--- src/rtl/lif_neuron_multisyn.sv ---
// rtl/lif_neuron_multisyn.sv - leaky integrate-and-fire neuron with serial multi-synapse accumulation
module lif_neuron_multisyn #(
    parameter int W       = 16,
    parameter int NUM_SYN = 4,
    parameter int TR_W    = 8
) (
    input  logic                   clk,
    input  logic                   reset_n,
    input  logic                   step_valid,
    output logic                   step_ready,
    input  logic [NUM_SYN-1:0]     spike_vec,
    input  logic [NUM_SYN*W-1:0]   weight_flat,
    input  logic [W-1:0]           threshold,
    input  logic [W-1:0]           leak_value,
    input  logic [TR_W-1:0]        tref,
    input  logic                   reset_mode,
    output logic [W-1:0]           memb_potential_out,
    output logic                   spike_out,
    output logic [TR_W-1:0]        tr,
    output logic                   step_done
);

    localparam int IDX_W = (NUM_SYN > 1) ? $clog2(NUM_SYN) : 1;
    localparam logic [IDX_W-1:0] LAST_IDX = IDX_W'(NUM_SYN - 1);

    // Saturation bounds expressed in the W+1 bit working width
    localparam logic signed [W:0] SMAX = {2'b00, {(W-1){1'b1}}};
    localparam logic signed [W:0] SMIN = {2'b11, {(W-1){1'b0}}};
    localparam logic [W-1:0] LEAK_MAX  = {1'b0, {(W-1){1'b1}}};

    typedef enum logic [1:0] {
        S_IDLE,
        S_ACCUM,
        S_UPDATE
    } state_t;

    state_t                  state;
    logic signed [W-1:0]     acc;
    logic signed [W-1:0]     v;
    logic [IDX_W-1:0]        idx;
    logic [NUM_SYN-1:0]      spike_r;
    logic [NUM_SYN*W-1:0]    weight_r;
    logic [W-1:0]            thr_r;
    logic [W-1:0]            leak_r;
    logic [TR_W-1:0]         tref_r;
    logic                    mode_r;

    logic [W-1:0]            cur_w;
    logic                    cur_s;
    logic signed [W:0]       acc_x;
    logic signed [W:0]       w_x;
    logic signed [W:0]       sum_x;
    logic signed [W:0]       leak_x;
    logic signed [W:0]       l_x;
    logic signed [W:0]       thr_x;
    logic signed [W:0]       diff_x;
    logic                    fire;

    function automatic logic signed [W-1:0] sat(input logic signed [W:0] x);
        if (x > SMAX) begin
            return SMAX[W-1:0];
        end else if (x < SMIN) begin
            return SMIN[W-1:0];
        end else begin
            return x[W-1:0];
        end
    endfunction

    // Select the weight and spike bit of the synapse currently being integrated
    always_comb begin
        cur_w = '0;
        cur_s = 1'b0;
        for (int k = 0; k < NUM_SYN; k++) begin
            if (idx == IDX_W'(k)) begin
                cur_w = weight_r[k*W +: W];
                cur_s = spike_r[k];
            end
        end
    end

    assign acc_x  = {acc[W-1], acc};
    assign w_x    = cur_s ? {cur_w[W-1], cur_w} : '0;
    assign sum_x  = acc_x + w_x;
    assign leak_x = {1'b0, leak_r};
    assign thr_x  = {thr_r[W-1], thr_r};

    // Symmetric leak pulls the accumulated potential toward zero without crossing it
    always_comb begin
        l_x = '0;
        if (acc_x > leak_x) begin
            l_x = acc_x - leak_x;
        end else if (acc_x < -leak_x) begin
            l_x = acc_x + leak_x;
        end
    end

    assign diff_x = l_x - thr_x;
    assign fire   = (l_x >= thr_x);

    assign memb_potential_out = v;

    // Step FSM: accept, serial synapse accumulation, then one leak/fire/refractory update
    always_ff @(posedge clk or negedge reset_n) begin
        if (!reset_n) begin
            state      <= S_IDLE;
            acc        <= '0;
            v          <= '0;
            idx        <= '0;
            spike_out  <= 1'b0;
            tr         <= '0;
            step_done  <= 1'b0;
            step_ready <= 1'b1;
            spike_r    <= '0;
            weight_r   <= '0;
            thr_r      <= '0;
            leak_r     <= '0;
            tref_r     <= '0;
            mode_r     <= 1'b0;
        end else begin
            step_done <= 1'b0;
            case (state)
                S_IDLE: begin
                    if (step_valid) begin
                        spike_r    <= spike_vec;
                        weight_r   <= weight_flat;
                        thr_r      <= threshold;
                        leak_r     <= (leak_value > LEAK_MAX) ? LEAK_MAX : leak_value;
                        tref_r     <= tref;
                        mode_r     <= reset_mode;
                        acc        <= v;
                        idx        <= '0;
                        step_ready <= 1'b0;
                        state      <= S_ACCUM;
                    end
                end
                S_ACCUM: begin
                    acc <= sat(sum_x);
                    idx <= idx + IDX_W'(1);
                    if (idx == LAST_IDX) begin
                        state <= S_UPDATE;
                    end
                end
                S_UPDATE: begin
                    if (tr != '0) begin
                        // Refractory: input of this step is thrown away
                        tr        <= tr - TR_W'(1);
                        v         <= '0;
                        spike_out <= 1'b0;
                    end else if (fire) begin
                        spike_out <= 1'b1;
                        tr        <= tref_r;
                        v         <= mode_r ? sat(diff_x) : '0;
                    end else begin
                        spike_out <= 1'b0;
                        v         <= l_x[W-1:0];
                    end
                    step_done  <= 1'b1;
                    step_ready <= 1'b1;
                    state      <= S_IDLE;
                end
                default: begin
                    step_ready <= 1'b1;
                    state      <= S_IDLE;
                end
            endcase
        end
    end

endmodule

--- config.mk ---
export PLATFORM = sky130hd
export DESIGN_NAME = lif_neuron_multisyn
export DESIGN_NICKNAME = d
export VERILOG_FILES = /design/src/rtl/lif_neuron_multisyn.sv
export SDC_FILE = /design/constraint.sdc
export NUM_CORES = 1
export LEC_CHECK = 0
export CAP_MARGIN = 20
export CORE_ASPECT_RATIO = 0.8
export CORE_UTILIZATION = 32
export CTS_CLUSTER_SIZE = 12
export DETAILED_ROUTE_END_ITERATION = 10
export PLACE_DENSITY = 0.55
export SYNTH_ARGS = -nofsm -noshare
export SYNTH_HDL_FRONTEND = slang
export SYNTH_SLANG_ARGS = --single-unit
--- constraint.sdc ---
create_clock -name clk -period 15.5 [get_ports clk]
set_input_delay 1.55 -clock clk [delete_from_list [all_inputs] [get_ports clk]]
set_output_delay 1.55 -clock clk [all_outputs]
set_load 0.01 [all_outputs]
==> impl_metrics.csv <==
group,metric,value,unit
clock_network,root_buffer,"clkbuf_16",
worst_hold_path,min_from,"tref_r[5]",
run_status,status,"complete, no violations",
floorplanning,fp.dieArea,35730,um2
clock_network,cts.repair.resized,0,
drt,via_count,10290,
layout,final_cells,1966,
drt,drc,0,
layout,layout_commonest_cell,"nand2_1",
grt,grt_first_pass_wirelength,56.11,mm
timing,holdWs,0.4752,ns
logic_synthesis,synth_flop_cell,"dfrtp_1",
logic_synthesis,yosysSeqAreaShare,34.89,%
clock_network,cts.path.max_buffers,2,
logic_synthesis,synth_fp_nets,1597,
critical_path,critPathTopFamily,"compound AO/OA/AOI/OAI gates",
logic_synthesis,synth_xor_area_share,3.052,%
timing,fin_ws,8.691,ns
placed_design,place_ws,8.797,ns
logic_synthesis,synth_cell_types,82,
critical_path,cp.arrival,7.20,ns
layout,nNetsFinal,1693,
placed_design,dp_cells,1934,
clock_network,cts-htree-levels,4,
grt,grt-ovfl-total,0,
logic_synthesis,ys_warn_count,0,
logic_synthesis,syn_area_per_cell,8.039,um2
timing,relSlewSlack,24.97,%
layout,drive_gt1_share,5.197,%
critical_path,path_buf_inv,2,
grt,grt_max_degree,99,
grt,grt_pass1_vias,9905,
timing,rsz0062_at_grt,"false",
drt,routed_wirelength,36.11,mm
timing,setup_violations,0,
clock_network,cts_setup_buffers,0,
floorplanning,ioPinCount,139,
critical_path,slowest_stage,"a21oi_1",
timing,final.period_utilization,43.93,%
clock_network,cts_hold_buf,0,
drt,drt_iter0_drc,922,
worst_hold_path,hold_class,"reg2reg",
placed_design,place_congestion,0.8909,
logic_synthesis,synth_top_family_by_area,"compound AO/OA/AOI/OAI gates",
timing,slew_violations,0,
worst_hold_path,hold_path_depth,2,
critical_path,crit_path_max_incr_delay,0.62,ns
timing,setup_tns,0,ns
placed_design,place_hpwl,27.22,mm
worst_hold_path,worstHoldEndpoint,"tref_r[5]",
grt,track_usage,20.40,%
logic_synthesis,postSynthCellCount,1392,
floorplanning,die_y,169.3,um
drt,wl_per_cell,18.37,um
floorplanning,coreArea,34010,um2
critical_path,critPathKind,"reg2reg",
logic_synthesis,synthArstFlopShare,100.0,%
drt,viasPerCell,5.232,
logic_synthesis,synthMuxAreaShare,2.314,%
clock_network,clk_pin_slew,0.08,ns
clock_network,numCtsBuffers,17,
floorplanning,row_count,60,
clock_network,insertion_delay,0.45,ns
critical_path,endpoint_kind,"flop",
timing,fmax,146.9,MHz
logic_synthesis,synth_edf_count,0,
clock_network,cts_tree,"yes",
timing,hold_viol,0,
critical_path,cp.required,15.89,ns
critical_path,reg2reg_to,"memb_potential_out[9]",
critical_path,start_kind,"flop",
critical_path,crit_fanout,14,
critical_path,rr_worst_depth,26,
timing,worstMarginPinSlew,1.125,ns
grt,antenna_found_initial,0,
logic_synthesis,syn_area,11190,um2
layout,syn_to_final_growth,21.03,%
logic_synthesis,ys_ff_latch,156,
layout,antennaDiodeCount,0,
timing,min_period,6.809,ns
floorplanning,die_x,211.1,um
layout,layout_common_cells,"nand2_1 (306), dfrtp_1 (155), clkdlybuf4s50_1 (137)",
placed_design,io_buffer_count,138,
floorplanning,start_util,32.91,%
timing,skew,0.01491,ns
logic_synthesis,synth-compound-area-share,22.01,%
critical_path,rr_startpoint,"leak_r[2]",
critical_path,r2r_slack,8.69,ns
logic_synthesis,synth_fa_ha_area_share,10.76,%
drt,firstDrtPassIters,5,
drt,antenna_left,0,
logic_synthesis,yosys.area_share.simple,21.79,%
clock_network,cts.sinks,156,
flow_run,maxCapViolCount,0,
==> worst max path at each step <==
stage / slack, ns / cells after the start / end / start
6_report: 8.69 / 26 / memb_potential_out[9] / leak_r[2]
5_1_grt: 8.08 / 26 / memb_potential_out[9] / leak_r[2]
4_1_cts: 8.74 / 26 / tr[6] / leak_r[2]
3_5_place_dp: 8.80 / 26 / tr[1] / leak_r[2]
3_3_place_gp: 8.96 / 25 / memb_potential_out[2] / leak_r[2]
2_1_floorplan: 10.0 / 25 / memb_potential_out[13] / leak_r[2]
==> routing by layer <==
layer  share of wire (%)  track usage [%]  vias up  wire, um
met4                 1.6            5.356        0       592
met1                  50            29.53     4976     17950
met2                  45            31.55      257     16100
met3                 4.1            3.016       26      1470
li1                    -                -     5028         -
met5                   0                0        -         0
==> synthesized netlist by cell type, drive strengths merged, types with 5 or more instances <==
library cell  instances  area (um2)
nand2               306        1149
dfrtp               155        3879
nor2                122       460.5
a21oi               105       529.3
o21ai                96       488.0
ha                   89        1114
inv                  70       262.8
clkbuf               54       203.9
xnor2                32       280.3
nor3                 27       135.1
nand3                26       130.1
a21o                 22       165.2
mux2i                21       210.2
nand2b               20       125.1
buf                  19       112.6
o22ai                19       118.9
or3                  16       100.1
a221o                12       120.1
a22oi                11       82.58
a221oi               10       111.4
a31oi                10       96.35
nor2b                10       62.56
o21a                 10       75.07
nor4                  9       56.30
a211oi                8       60.06
o211ai                7       80.08
o21bai                7       52.55
xor2                  7       61.31
and3                  6       37.54
or2                   6       37.54
and2                  5       31.28
and4                  5       43.79
nand4                 5       31.28
o31ai                 5       42.54
==> flip-flops by register name, summed over array words and instances, names as in the netlist <==
register            flops
thr_r                  16
tref_r                  8
acc                    16
mode_r                  1
tr                      8
state                   2
spike_r                 4
leak_r                 16
weight_r               64
step_done               1
idx                     2
step_ready              1
memb_potential_out     16
spike_out               1
==> cell type report <==
class / count / area [um2]
sequential: 156 / 3905
multi-input combinational: 1093 / 6716
timing repair buffer: 150 / 1473
clock buffer: 18 / 429.2
clock inverter: 14 / 176.4
inverter: 70 / 262.8
tap: 465 / 581.8
fill: 3434 / 20460
==> stage by stage <==
stage | utilization [%] | area [um2]
floorplan | - | 11190
CTS | 39.83 | 13540
detailed placement | 38.05 | 12940
global route | 39.83 | 13540
global placement | 38.05 | 12940
finish | 39.83 | 13540
==> logic make-up (layout without fill, tap and decap cells) <==
group / after synthesis / after routing
AOI/OAI and AO/OA: 367 / 367
xor gates and xnor gates: 39 / 39
adders and majority gates: 94 / 94
buffers and inverters: 143 / 252
DFF: 156 / 156
muxes: 25 / 25
and+or+nand+nor: 568 / 568
==> worst register-to-register path, delay by kind of cell (launching register included) <==
| kind | cells | cell delay (ns) |
|---|---|---|
| buffers and inverters | 2 | 0.36 |
| adder cells (fa/ha/maj) | 2 | 0.57 |
| flip-flops | 1 | 0.42 |
| AND/OR/NAND/NOR | 8 | 1.76 |
| XOR/XNOR | 1 | 0.10 |
| AO/OA/AOI/OAI | 13 | 3.54 |
Power is left out: the tool's default activity adds up to more than one toggle a clock period on the data nets, which glitch-free logic cannot reach.
